`src/rtl/timer_cfg_sequencer.sv`:
```
// Configuration sequencer for the 32-bit match timer.
// The host writes shadow copies of TCR, PR, MR0-MR3 and MCR. A commit runs
// a fixed sequence: hold the counters in reset, load all match/prescale
// values on one edge, release the counter reset, then restore the enable.
// Every output is a register, so the timer never sees a partial update.
module timer_cfg_sequencer #(
    parameter int HOLD_CYCLES = 2
) (
    input  logic        clk,
    input  logic        reset,
    input  logic        wr_en,
    input  logic [2:0]  wr_addr,
    input  logic [31:0] wr_data,
    input  logic        commit,
    input  logic        stop,
    output logic        wr_err,
    output logic        busy,
    output logic        done,
    output logic [7:0]  tcr_val,
    output logic [31:0] pr_val,
    output logic [31:0] mr0_val,
    output logic [31:0] mr1_val,
    output logic [31:0] mr2_val,
    output logic [31:0] mr3_val,
    output logic [15:0] mcr_val
);

    typedef enum logic [1:0] {
        IDLE    = 2'd0,
        HOLD    = 2'd1,
        LOAD    = 2'd2,
        RELEASE = 2'd3
    } state_t;

    localparam logic [3:0] HOLD_N    = 4'(HOLD_CYCLES);
    localparam logic [7:0] TCR_RST   = 8'h02;  // counter reset asserted, disabled
    localparam logic [7:0] TCR_CLR   = 8'h00;  // counter reset released, still disabled
    localparam logic [7:0] TCR_NORST = 8'hFD;  // strips the counter-reset bit
    localparam logic [2:0] ADDR_RSVD = 3'd7;

    state_t      r_state;
    logic [3:0]  r_cnt;
    logic        r_busy;
    logic        r_done;
    logic        r_wr_err;
    logic [7:0]  r_tcr;
    logic [31:0] r_pr;
    logic [31:0] r_mr0;
    logic [31:0] r_mr1;
    logic [31:0] r_mr2;
    logic [31:0] r_mr3;
    logic [15:0] r_mcr;
    logic [7:0]  r_tcr_snap;

    logic [7:0]  r_tcr_sh;
    logic [31:0] r_pr_sh;
    logic [31:0] r_mr0_sh;
    logic [31:0] r_mr1_sh;
    logic [31:0] r_mr2_sh;
    logic [31:0] r_mr3_sh;
    logic [15:0] r_mcr_sh;

    logic w_idle;
    logic w_wr_ok;
    logic w_wr_bad;

    assign w_idle   = (r_state == IDLE);
    assign w_wr_ok  = wr_en && w_idle && (wr_addr != ADDR_RSVD);
    assign w_wr_bad = wr_en && (!w_idle || (wr_addr == ADDR_RSVD));

    // Shadow registers: only accepted while idle, upper bits dropped for TCR/MCR.
    always_ff @(posedge clk or posedge reset) begin
        if (reset) begin
            r_tcr_sh <= '0;
            r_pr_sh  <= '0;
            r_mr0_sh <= '0;
            r_mr1_sh <= '0;
            r_mr2_sh <= '0;
            r_mr3_sh <= '0;
            r_mcr_sh <= '0;
        end else if (w_wr_ok) begin
            case (wr_addr)
                3'd0:    r_tcr_sh <= wr_data[7:0];
                3'd1:    r_pr_sh  <= wr_data;
                3'd2:    r_mr0_sh <= wr_data;
                3'd3:    r_mr1_sh <= wr_data;
                3'd4:    r_mr2_sh <= wr_data;
                3'd5:    r_mr3_sh <= wr_data;
                3'd6:    r_mcr_sh <= wr_data[15:0];
                default: ;
            endcase
        end
    end

    // Rejected-write flag: one pulse per rejected write, back-to-back allowed.
    always_ff @(posedge clk or posedge reset) begin
        if (reset) begin
            r_wr_err <= 1'b0;
        end else begin
            r_wr_err <= w_wr_bad;
        end
    end

    // Reprogramming FSM with registered timer-facing outputs.
    always_ff @(posedge clk or posedge reset) begin
        if (reset) begin
            r_state    <= IDLE;
            r_cnt      <= '0;
            r_busy     <= 1'b0;
            r_done     <= 1'b0;
            r_tcr      <= TCR_RST;
            r_pr       <= '0;
            r_mr0      <= '0;
            r_mr1      <= '0;
            r_mr2      <= '0;
            r_mr3      <= '0;
            r_mcr      <= '0;
            r_tcr_snap <= '0;
        end else begin
            r_done <= 1'b0;
            case (r_state)
                IDLE: begin
                    // commit has priority over stop
                    if (commit) begin
                        r_state <= HOLD;
                        r_cnt   <= 4'd1;
                        r_busy  <= 1'b1;
                        r_tcr   <= TCR_RST;
                    end else if (stop) begin
                        r_tcr[0] <= 1'b0;
                    end
                end
                HOLD: begin
                    if (r_cnt == HOLD_N) begin
                        // all values change on this single edge
                        r_state    <= LOAD;
                        r_pr       <= r_pr_sh;
                        r_mr0      <= r_mr0_sh;
                        r_mr1      <= r_mr1_sh;
                        r_mr2      <= r_mr2_sh;
                        r_mr3      <= r_mr3_sh;
                        r_mcr      <= r_mcr_sh;
                        r_tcr_snap <= r_tcr_sh;
                    end else begin
                        r_cnt <= r_cnt + 4'd1;
                    end
                end
                LOAD: begin
                    r_state <= RELEASE;
                    r_tcr   <= TCR_CLR;
                end
                RELEASE: begin
                    r_state <= IDLE;
                    r_cnt   <= '0;
                    r_tcr   <= r_tcr_snap & TCR_NORST;
                    r_busy  <= 1'b0;
                    r_done  <= 1'b1;
                end
                default: begin
                    r_state <= IDLE;
                end
            endcase
        end
    end

    assign wr_err  = r_wr_err;
    assign busy    = r_busy;
    assign done    = r_done;
    assign tcr_val = r_tcr;
    assign pr_val  = r_pr;
    assign mr0_val = r_mr0;
    assign mr1_val = r_mr1;
    assign mr2_val = r_mr2;
    assign mr3_val = r_mr3;
    assign mcr_val = r_mcr;

endmodule

```
`config.mk`:
```
export PLATFORM = sky130hd
export DESIGN_NAME = timer_cfg_sequencer
export DESIGN_NICKNAME = d
export VERILOG_FILES = /design/src/rtl/timer_cfg_sequencer.sv
export SDC_FILE = /design/constraint.sdc
export NUM_CORES = 1
export LEC_CHECK = 0
export BUFFER_PORTS_ARGS = -buffer_cell sky130_fd_sc_hd__buf_4
export CELL_PAD_IN_SITES_DETAIL_PLACEMENT = 2
export CELL_PAD_IN_SITES_GLOBAL_PLACEMENT = 2
export CORE_MARGIN = 5
export CORE_UTILIZATION = 44
export CTS_CLUSTER_SIZE = 40
export DETAILED_ROUTE_END_ITERATION = 8
export PLACE_DENSITY = 0.81
export SKIP_LAST_GASP = 1
export SYNTH_ARGS = -nofsm -noshare
export SYNTH_HDL_FRONTEND = slang
export SYNTH_SLANG_ARGS = --single-unit
```
`constraint.sdc`:
```
create_clock -name clk -period 33.8 [get_ports clk]
set_input_delay 5.07 -clock clk [delete_from_list [all_inputs] [get_ports clk]]
set_output_delay 5.07 -clock clk [all_outputs]
set_load 0.02 [all_outputs]
```
==> impl_results.md, run 1 <==
- Global-route track usage on met3: just over 5%
- Internal power: 1.26 mW
- Post-CTS Repair Setup Buffers: 0
- F_max: roughly 0.15 GHz
- Clock period minus final worst setup slack: about 6800 ps
- Area of the core: ~0.033 mm2
- Cell type group with the largest total delay on the critical path: simple AND/OR/NAND/NOR gates
- Crit path launch type: input port
- CTS tree: yes
- Count of distinct cell types in the synthesized netlist: 34
- Setup clock skew after layout: ~14 ps
- Site row count: 66
- Register share of total power: 43.2%
- Ports placed on the boundary: approximately 230
- Gp weighted congestion: between 0.7 and 0.8
- Number of global-route vias before repair: approximately 9700
- Die Ht: approximately 190 um
- Clock transition time at the flip-flop clock pins of the worst setup and hold paths: 60 ps
- Wire length of the first global-routing pass: about 60 mm
- Cells resized by post-CTS repair: 0
- Most utilized layer in the global route result: met2
- Clock sink count: 383
- Number of enable flip-flop cells after synthesis: 0
- Longest individual stage delay on the worst path: roughly 960 ps
- Global routing met1 resource utilization: between 20% and 30%
- Area of the die: around 0.037 mm2
- GRT Residual Overflow: 0
- Chip width: just under 200 um
- Share of the synthesized area in the top cell type: roughly 65%
- Hold violation total from the final report: 0
- Clk root buf: sky130_fd_sc_hd__clkbuf_16
- Data required time of the critical path: ~34000 ps
- Antenna viol nets, final: 0
- Critical path endpoint: r_pr_sh[18]
- Hold Buf Count CTS: 0
- Syn Area/Cell: 16.9 um2
- TNS Setup: 0 ps
- Synthesis Warnings: 0
- Worst Path Class, Setup: input port to register
- Crit path cell chain: buf_4 > nand2_1 > nor4b_4 > buf_4 > mux2_2
- CTS buffer count: just over 40
- Critical path startpoint: wr_en
- Arrival time at the worst endpoint: a little over 7000 ps
- Number of placed instances with taps included: between 1500 and 2000
- Fraction of layout cells with a size suffix above 1: around three fifths
- Bufs and invs on worst path: 2
- Non-filler cells in the finished layout: about 1600
- Final-layout worst hold slack: about 500 ps
- Initial antenna violation count: 0
- Category of the worst setup path capture point: register
- Share of synthesized registers carrying an async set or reset: 100%
- Cell area after placement: ~0.017 mm2
- Min setup slack post-route: about 27000 ps
- DR iter-0 viols: between 200 and 250
- Dominant cell type by area after synthesis: sky130_fd_sc_hd__dfrtp_1
- Unrepaired setup endpoints after global routing: no
- Multi-input gate area: ~0.0047 mm2
- Power share of the combinational group: about 32%
- Final cell area excluding filler cells: 0.0180 mm2
- Standby leakage power: 9.02 nW
- Net count reported at finish: ~1100
- Worst hold path type: register to register
- Maxcap violations: 0
- Cell repeated most along the worst path: sky130_fd_sc_hd__buf_4
- Remaining routing DRC violations: 0
- Worst slew margin relative to its limit: 28.1%
- DPL Wire Length: roughly 24 mm
- Number of fill cells: 2914
- Part of the power in the clock network: roughly 24%
- 1st-pass router iterations: 4
- Final clock period utilization by the worst path: 20.2%
- Total wire length after detailed routing: 39.0 mm
- Synth Register Bits: about 380
- Number of I/O port buffers: between 200 and 250
- Level count of the clock H-tree: 2
- Worst Max-Slew Pin Slew: roughly 1100 ps
- Psw: 0.624 mW
- Crit Reg-Reg Startpoint: r_state[1]
- Peak ir drop on the vdd network: approximately 0.06 mV
- Largest net degree at the start of global routing: 172
- Layout overhead on the synthesized area: 23.2%
- Switching Share: 33.1%
- Ratio of routed vias to standard cells: ~5.2
- Result of the run: completed
- Post-Place Worst Slack: between 20000 and 30000 ps
- Number of inserted diodes: 0
- Routed length per placed instance: between 20 and 25 um
- Vias after detailed routing: between 8000 and 9000
- Total power consumption of the routed design: 1.89 mW
- Global routing usage summed across all routing layers: roughly a fifth
- Crit path max-delay cell type: sky130_fd_sc_hd__nor4b_4
- M2 GR Usage: a little under two fifths
- R2r endpoint: r_cnt[1]
- Clock latency on the worst-skew pair: approximately 530 ps
- Seq. cell area: 0.00959 mm2
- Deepest clock path buffer count: 3
- Prevailing post-synth register cell: sky130_fd_sc_hd__dfrtp_1
- Number of stages on the worst setup path: 5
- CP max FO: 21
- Number of cells produced by synthesis: around 870
- Synth top area cells: sky130_fd_sc_hd__dfrtp_1 (65%), sky130_fd_sc_hd__mux2_2 (27%), sky130_fd_sc_hd__buf_6 (1.8%)
- Max-slew violation total from the final report: 0
- Initial Util: between 40% and 50%
- Flop-to-flop setup slack: a little over 30000 ps
- Setup-violating endpoint count in the final report: 0
- Syn nets: a little over 900
- Sequential share of the synthesized area: about two thirds
- Layout Utilization: between 50% and 60%
- Post-synthesis instance area: between 0.01 and 0.015 mm2
- Logic depth of the worst register-to-register path: 6
- Ratio of total power to cell area: around 100 mW/mm2
worst reg2reg max path, delay by kind of cell, from the launching register on:
family	cells	cell delay, ps
DFF	1	410
adders and majority gates	1	600
buffers and inverters	2	750
and+or+nand+nor	2	720
muxes	1	340
cells in the mapped netlist, types with 5 or more instances:
cell type	instances
sky130_fd_sc_hd__mux2_1	14
sky130_fd_sc_hd__nand2_1	9
sky130_fd_sc_hd__buf_6	24
sky130_fd_sc_hd__nor2_1	6
sky130_fd_sc_hd__mux2_2	348
sky130_fd_sc_hd__o21ai_0	16
sky130_fd_sc_hd__ha_1	7
sky130_fd_sc_hd__dfrtp_1	382
sky130_fd_sc_hd__buf_2	5
sky130_fd_sc_hd__mux2_4	7
sky130_fd_sc_hd__buf_4	12
worst min path at each step:
stage	start	end	slack [ps]	depth (start not counted)
floorplan	r_pr_sh[17]	r_pr_sh[17]	450	1
global placement	r_pr_sh[17]	r_pr_sh[17]	460	1
detailed placement	r_pr_sh[24]	r_pr_sh[24]	470	1
CTS	r_mr1_sh[11]	mr1_val[11]	500	1
global route	r_mcr_sh[1]	r_mcr_sh[1]	520	1
finish	r_mr1_sh[11]	mr1_val[11]	490	1
cells in the final DEF, fill, tap and decap left out, types with 2 or more instances in the layout:
| cell type | count |
|---|---|
| sky130_fd_sc_hd__dfrtp_1 | 382 |
| sky130_fd_sc_hd__mux2_2 | 348 |
| sky130_fd_sc_hd__buf_4 | 233 |
| sky130_fd_sc_hd__clkbuf_16 | 41 |
| sky130_fd_sc_hd__o21ai_0 | 16 |
| sky130_fd_sc_hd__mux2_1 | 14 |
| sky130_fd_sc_hd__clkbuf_8 | 11 |
| sky130_fd_sc_hd__clkinv_2 | 10 |
| sky130_fd_sc_hd__nand2_1 | 9 |
| sky130_fd_sc_hd__mux2_4 | 7 |
| sky130_fd_sc_hd__ha_1 | 7 |
| sky130_fd_sc_hd__clkbuf_1 | 5 |
| sky130_fd_sc_hd__nand3_1 | 4 |
| sky130_fd_sc_hd__nor2_4 | 4 |
| sky130_fd_sc_hd__bufinv_16 | 4 |
| sky130_fd_sc_hd__nor2b_1 | 3 |
| sky130_fd_sc_hd__inv_1 | 3 |
| sky130_fd_sc_hd__nand3b_1 | 3 |
| sky130_fd_sc_hd__nor2_1 | 2 |
| sky130_fd_sc_hd__mux2i_1 | 2 |
| sky130_fd_sc_hd__o31ai_1 | 2 |
| sky130_fd_sc_hd__or3b_2 | 2 |
| sky130_fd_sc_hd__a21oi_1 | 2 |
| sky130_fd_sc_hd__inv_8 | 2 |
| sky130_fd_sc_hd__inv_6 | 2 |
| sky130_fd_sc_hd__buf_12 | 2 |
area by class of cell:
cell class	count	share of cell area, %
Clock buffer	57	6.63
Clock inverter	17	1.10
Inverter	4	0.125
Multi-Input combinational cell	437	26.0
Sequential cell	383	53.1
Tap cell	442	3.07
Timing Repair Buffer	235	9.92
per-layer routing:
layer,up-vias,routed length (um)
met5,-,0
met4,0,636
met3,43,2130
met2,175,20700
met1,4374,15500
li1,3530,-
power by group through the flow:
stage,registers (mW),logic (mW),clock network (mW)
2_1_floorplan,0.899,0.234,0
3_3_place_gp,0.798,0.583,0
3_5_place_dp,0.816,0.612,0
4_1_cts,0.819,0.626,0.472
5_1_grt,0.839,0.654,0.495
6_report,0.814,0.611,0.461
cells by family (layout without fill, tap and decap cells):
| family | count (synthesis) | after routing | synth area share [%] |
|---|---|---|---|
| DFF | 383 | 383 | 65.5 |
| and+or+nand+nor | 36 | 36 | 1.56 |
| muxes | 371 | 371 | 28.7 |
| adders and majority gates | 7 | 7 | 0.598 |
| AOI/OAI and AO/OA | 23 | 23 | 0.880 |
| buffers and inverters | 48 | 313 | 2.81 |
flip-flops by register name, summed over array words and instances, names as in the netlist, 4 cells and up:
signal,flops
tcr_val,8
mr2_val,32
r_tcr_sh,7
r_mr1_sh,32
r_mr3_sh,32
r_tcr_snap,7
mr0_val,32
r_pr_sh,32
mcr_val,16
mr3_val,32
r_mcr_sh,16
mr1_val,32
r_mr2_sh,32
r_mr0_sh,32
r_cnt,4
pr_val,32
No activity file was read; power rests on OpenSTA's default activity.
==> run 2: changes to the inputs <==
- CORE_UTILIZATION: 44 -> 37
- PLACE_DENSITY: 0.81 -> 0.72
- clock period: 33.8 -> 5.5 ns (I/O delays scaled with it)
==> run 2 against run 1 <==
  * Clock skew up 3.4 ps
  * First-iteration DRC count up 19%
  * Sequential power rose to 6.0 times the previous value
  * Sequential cell count unchanged
  * Clock-buffer cell count up 10
  * Critical path depth unchanged
  * Sequential share of layout area down 0.29 points
  * Final area up 0.54%
  * Global-route usage down 4.5 points
  * Non-clock buffer count unchanged
  * Critical path type is now register to register
  * Largest power group unchanged
  * Highest routed layer unchanged
==> impl_results.md, run 2 (synthesized netlist as in run 1, its figures left out) <==
- Crit path cell chain: inv_1 > ha_1 > nor4bb_4 > buf_12 > mux2_2
- Die Ht: 209 um (+8.6%)
- Global routing usage summed across all routing layers: 16.7% (-4.5 points)
- Clock transition time at the flip-flop clock pins of the worst setup and hold paths: 60 ps (about the same)
- Final clock period utilization by the worst path: 52.0%
- F_max: about 0.35 GHz
- Number of global-route vias before repair: 9452 (-2.2%)
- CP max FO: 153 (+630%)
- DPL Wire Length: 23.3 mm (-3.2%)
- Antenna viol nets, final: 0 (unchanged)
- Site row count: 72 (+9.1%)
- Final-layout worst hold slack: 249 ps (-242 ps)
- Initial antenna violation count: 0 (unchanged)
- Max-slew violation total from the final report: 0 (unchanged)
- Crit path max-delay cell type: sky130_fd_sc_hd__buf_12
- Unrepaired setup endpoints after global routing: no
- Setup clock skew after layout: 17.0 ps (+3.41 ps)
- CTS tree: yes
- Clk root buf: sky130_fd_sc_hd__clkbuf_16
- Clock sink count: 383 (unchanged)
- Data required time of the critical path: 5930 ps (-28270 ps)
- Longest individual stage delay on the worst path: 630 ps (-330 ps)
- Most frequent cells in the layout: sky130_fd_sc_hd__dfrtp_1 (382), sky130_fd_sc_hd__mux2_2 (348), sky130_fd_sc_hd__buf_4 (232)
- Area of the core: 0.0389 mm2 (+19%)
- Wire length of the first global-routing pass: 57.7 mm (-4.2%)
- Ratio of total power to cell area: 630 mW/mm2 (+500%)
- Total power consumption of the routed design: 11.4 mW (+510%)
- Total wire length after detailed routing: 36.3 mm (-6.9%)
- Crit path launch type: register
- Number of I/O port buffers: 226 (unchanged)
- Worst slew margin relative to its limit: 19.0% (-9.1 points)
- Crit Reg-Reg Startpoint: r_state[1]
- Deepest clock path buffer count: 3 (unchanged)
- Number of inserted diodes: 0 (unchanged)
- Arrival time at the worst endpoint: 3290 ps (-3930 ps)
- Result of the run: completed
- Hold Buf Count CTS: 0 (unchanged)
- Largest net degree at the start of global routing: 160 (-7.0%)
- Number of fill cells: 3707 (+27%)
- CTS buffer count: 44 (+7.3%)
- Chip width: 209 um (+8.6%)
- 1st-pass router iterations: 4 (unchanged)
- Ratio of routed vias to standard cells: 4.88 (-5.4%)
- Hold violation total from the final report: 0 (unchanged)
- Level count of the clock H-tree: 2 (unchanged)
- Worst hold path type: input port to async pin
- Post-CTS Repair Setup Buffers: 0 (unchanged)
- Setup-violating endpoint count in the final report: 0 (unchanged)
- Area of the die: 0.0437 mm2 (+18%)
- Clock period minus final worst setup slack: 2860 ps
- Vias after detailed routing: 8062 (-0.74%)
- Gp weighted congestion: 0.721 (-0.92%)
- Layout overhead on the synthesized area: 23.8%
- Worst Max-Slew Pin Slew: 1210 ps (+138 ps)
- Leading cell type in the layout, fill and taps excluded: sky130_fd_sc_hd__dfrtp_1
- Ports placed on the boundary: 227 (unchanged)
- Peak ir drop on the vdd network: 0.326 mV (+440%)
- GRT Residual Overflow: 0 (unchanged)
- DR iter-0 viols: 285 (+19%)
- Net count reported at finish: 1152 (+0.26%)
- Standby leakage power: 9.00 nW (-0.23%)
- Critical path startpoint: r_state[1]
- Maxcap violations: 0 (unchanged)
- Cells resized by post-CTS repair: 0 (unchanged)
- Category of the worst setup path capture point: register
- Clock latency on the worst-skew pair: 550 ps (+20 ps)
- Routed length per placed instance: 22.0 um (-11%)
- Fraction of layout cells with a size suffix above 1: 58.4% (-0.90 points)
- Logic depth of the worst register-to-register path: 5 (-1)
- Remaining routing DRC violations: 0 (unchanged)
- Initial Util: 37.6% (-7.2 points)
- Worst Path Class, Setup: register to register
run 2: per-layer routing:
layer / vias up / share of wire (%) / GRT usage [%]
li1: 3533 / - / -
met1: 4331 / 41 / 20.6
met2: 151 / 52 / 29.3
met3: 47 / 5.4 / 4.42
met4: 0 / 1.8 / 4.57
met5: - / 0 / 0
run 2: per-stage QoR:
step	instances	setup TNS [ps]	setup slack [ps]	utilization, %	cell area [um2]
after floorplan	868	-180370	-472	-	14600
after global placement	1577	0	2540	43.0	16700
after detailed placement	1577	0	2480	43.0	16700
after CTS	1653	0	2570	46.6	18100
after global routing	1653	0	2410	46.6	18100
final	1653	0	2640	46.6	18100
run 2: power breakdown:
part           internal (mW)  leakage [nW]  switching, mW  total [mW]
logic                   1.89          3.24           1.81        3.70
registers               4.15          5.07          0.747        4.90
clock network           1.72         0.682           1.11        2.83
run 2: critical path, delay by kind of cell (launching register included):
kind / cells / cell delay (ps)
and+or+nand+nor: 1 / 370
adders and majority gates: 1 / 530
buffers and inverters: 2 / 750
muxes: 1 / 420
DFF: 1 / 410
run 2: area by class of cell:
class | instances | area [um2] | area share (%)
Inverter | 4 | 18.8 | 0.103
Sequential cell | 383 | 9590 | 52.9
Timing Repair Buffer | 235 | 1800 | 9.94
Clock inverter | 9 | 120 | 0.662
Tap cell | 518 | 648 | 3.57
Clock buffer | 67 | 1270 | 7.00
Multi-Input combinational cell | 437 | 4690 | 25.9
run 2: worst paths after layout:
| check | endpoint | slack, ps |
|---|---|---|
| min in group clk | mr1_val[19] | 490 |
| max in group asynchronous | mr2_val[23] | 4080 |
| max reg2reg | mr2_val[22] | 2640 |
| min reg2reg | mr1_val[19] | 490 |
| max | mr2_val[22] | 2640 |
| min | r_mcr_sh[2] | 250 |
==> run 3: changes to the inputs <==
- CORE_UTILIZATION: 37 -> 41
- PLACE_DENSITY: 0.72 -> 0.76
- clock period: 5.5 -> 2.79 ns (I/O delays scaled with it)
==> run 3 against run 2 <==
  * First-iteration DRC count is 16% lower
  * Sequential cell count did not move
  * Worst setup slack got worse by 2100 ps
  * Register-to-register slack got worse by 2100 ps
  * Power rose by 98%
  * Worst hold slack worse by 93 ps
  * Combinational power increased by 97%
  * Clock power grew 97%
  * Sequential power increased by 100%
  * Global-route usage up 2.1 points
==> impl_results.md, run 3 (synthesized netlist as in run 1, its figures left out) <==
- Number of I/O port buffers: 226 (unchanged)
- Result of the run: completed
- Number of placed instances with taps included: 1544 (-2.1%)
- CTS tree: yes
- Initial Util: 41.4% (+3.7 points)
- Gp weighted congestion: 0.726 (+0.74%)
- Clock period minus final worst setup slack: 2290 ps (-571 ps)
- Unrepaired setup endpoints after global routing: no
- Chip width: 199 um (-4.8%)
- Wire length of the first global-routing pass: 58.1 mm (+0.72%)
- Most frequent cells in the layout: sky130_fd_sc_hd__dfrtp_1 (382), sky130_fd_sc_hd__mux2_2 (348), sky130_fd_sc_hd__buf_4 (251)
- Setup clock skew after layout: 21.3 ps (+4.29 ps)
- Area of the die: 0.0396 mm2 (-9.3%)
- Final-layout worst hold slack: 156 ps (-93.3 ps)
- Number of inserted diodes: 0 (unchanged)
- Crit path cell chain: inv_1 > ha_1 > nand3b_1 > nor2_4 > buf_12 > mux2_2
- GRT Residual Overflow: 0 (unchanged)
- Remaining routing DRC violations: 0 (unchanged)
- Die Ht: 199 um (-4.8%)
- Ports placed on the boundary: 227 (unchanged)
- F_max: 0.437 GHz (+25%)
- Cells resized by post-CTS repair: 0 (unchanged)
- Crit path launch type: register
- Clock sink count: 383 (unchanged)
- Clock transition time at the flip-flop clock pins of the worst setup and hold paths: 60 ps (about the same)
- Final cell area excluding filler cells: 0.0183 mm2 (+1.0%)
- Number of global-route vias before repair: 9508 (+0.59%)
- Level count of the clock H-tree: 2 (unchanged)
- Number of fill cells: 3276 (-12%)
- Logic depth of the worst register-to-register path: 6 (+1)
- Worst hold path type: input port to register
- Category of the worst setup path capture point: register
- Crit path max-delay cell type: sky130_fd_sc_hd__nor2_4
- Largest net degree at the start of global routing: 86 (-46%)
- Crit Reg-Reg Startpoint: r_state[0]
- Min setup slack post-route: 503 ps (-2140 ps)
- Deepest clock path buffer count: 3 (unchanged)
- Maxcap violations: 0 (unchanged)
- Fraction of layout cells with a size suffix above 1: 59.4% (+0.96 points)
- Non-filler cells in the finished layout: 1618 (-2.1%)
- Setup-violating endpoint count in the final report: 0 (unchanged)
- Worst Max-Slew Pin Slew: 934 ps (-278 ps)
- Net count reported at finish: 1176 (+2.1%)
- Ratio of total power to cell area: 1240 mW/mm2 (+96%)
- DR iter-0 viols: 240 (-16%)
- 1st-pass router iterations: 4 (unchanged)
- Hold violation total from the final report: 0 (unchanged)
- Layout Utilization: 51.8% (+5.2 points)
- Post-Place Worst Slack: 500 ps (-1980 ps)
- Clock latency on the worst-skew pair: 530 ps (-20 ps)
- Global routing usage summed across all routing layers: 18.8% (+2.1 points)
- Peak ir drop on the vdd network: 0.590 mV (+81%)
- Longest individual stage delay on the worst path: 420 ps (-210 ps)
- Final clock period utilization by the worst path: 82.0% (+30 points)
- Antenna viol nets, final: 0 (unchanged)
- Clk root buf: sky130_fd_sc_hd__clkbuf_16
- Leading cell type in the layout, fill and taps excluded: sky130_fd_sc_hd__dfrtp_1
- Cell area after placement: 0.0169 mm2 (+1.0%)
- Worst slew margin relative to its limit: 37.7% (+19 points)
- DPL Wire Length: 24.4 mm (+4.8%)
- Standby leakage power: 9.13 nW (+1.5%)
- TNS Setup: 0 ps (unchanged)
- Flop-to-flop setup slack: 500 ps (-2140 ps)
- Total power consumption of the routed design: 22.7 mW (+98%)
- Worst Hold Endpoint: r_pr_sh[24]
- Layout overhead on the synthesized area: 25.1%
- Worst Path Class, Setup: register to register
- R2r endpoint: r_mr2_sh[0]
- Initial antenna violation count: 0 (unchanged)
- Total wire length after detailed routing: 37.2 mm (+2.6%)
- Ratio of routed vias to standard cells: 5.06 (+3.7%)
- Area of the core: 0.0354 mm2 (-9.0%)
- CTS buffer count: 43 (-2.3%)
- Arrival time at the worst endpoint: 2690 ps (-600 ps)
- Data required time of the critical path: 3190 ps (-2740 ps)
- HP Start: wr_data[24]
- Routed length per placed instance: 23.0 um (+4.9%)
- Max-slew violation total from the final report: 0 (unchanged)
- CP max FO: 15 (-90%)
- Site row count: 69 (-4.2%)
- Depth of the worst hold-timing path: 2
- Vias after detailed routing: 8180 (+1.5%)
run 3: cell count changes in the layout (fill, tap and decap cells not counted):
| cell | previous run | this run |
|---|---|---|
| sky130_fd_sc_hd__clkinvlp_4 | 1 | 2 |
| sky130_fd_sc_hd__buf_4 | 232 | 251 |
| sky130_fd_sc_hd__clkbuf_1 | 16 | 13 |
| sky130_fd_sc_hd__inv_6 | 0 | 1 |
| sky130_fd_sc_hd__clkbuf_16 | 45 | 44 |
| sky130_fd_sc_hd__buf_12 | 3 | 8 |
| sky130_fd_sc_hd__clkinv_8 | 0 | 1 |
| sky130_fd_sc_hd__clkinv_2 | 6 | 2 |
| sky130_fd_sc_hd__clkbuf_8 | 6 | 8 |
| sky130_fd_sc_hd__dlygate4sd3_1 | 0 | 1 |
run 3: area by class of cell:
cell class              instances  area, um2  area share (%)
clock buffers                  65       1260            6.88
clock inverters                 8        133           0.724
inverters                       4       18.8           0.102
multi-input cells             437       4690            25.6
flip-flops and latches        383       9590            52.3
well taps                     461        577            3.15
repair buffers                260       2050            11.2
run 3: worst max-delay path by stage:
stage	from	end	slack, ps	cells after the start
2_1_floorplan	reset	busy	-2780	1
3_3_place_gp	r_state[0]	r_mr2_sh[0]	580	6
3_5_place_dp	r_state[0]	r_mr2_sh[13]	500	6
4_1_cts	r_state[0]	r_mr2_sh[0]	460	6
5_1_grt	r_state[0]	r_mr2_sh[2]	390	6
6_report	r_state[0]	r_mr2_sh[0]	500	6
run 3: repair_timing:
action                                 4_1_cts  5_1_grt
buffers inserted                             0        0
endpoints found under the hold margin       14        0
hold buffers                                 1        0
run 3: metal layers:
layer	up-vias	wire, um	track usage (%)
met2	162	19400	33.0
met5	-	0	0
met1	4394	15600	24.7
met3	58	1580	3.56
li1	3566	-	-
met4	0	649	3.93
run 3: report_power, final:
part           internal (mW)  switching, mW  leakage (nW)
sequential              8.19           1.60          5.07
clock                   3.38           2.19         0.677
combinational           3.76           3.54          3.39
run 3: critical path, delay by kind of cell (launching register included):
kind	cells	cell delay (ps)
simple gates	2	660
flops	1	400
fa+ha+maj	1	380
buf+inv	2	370
mux	1	350
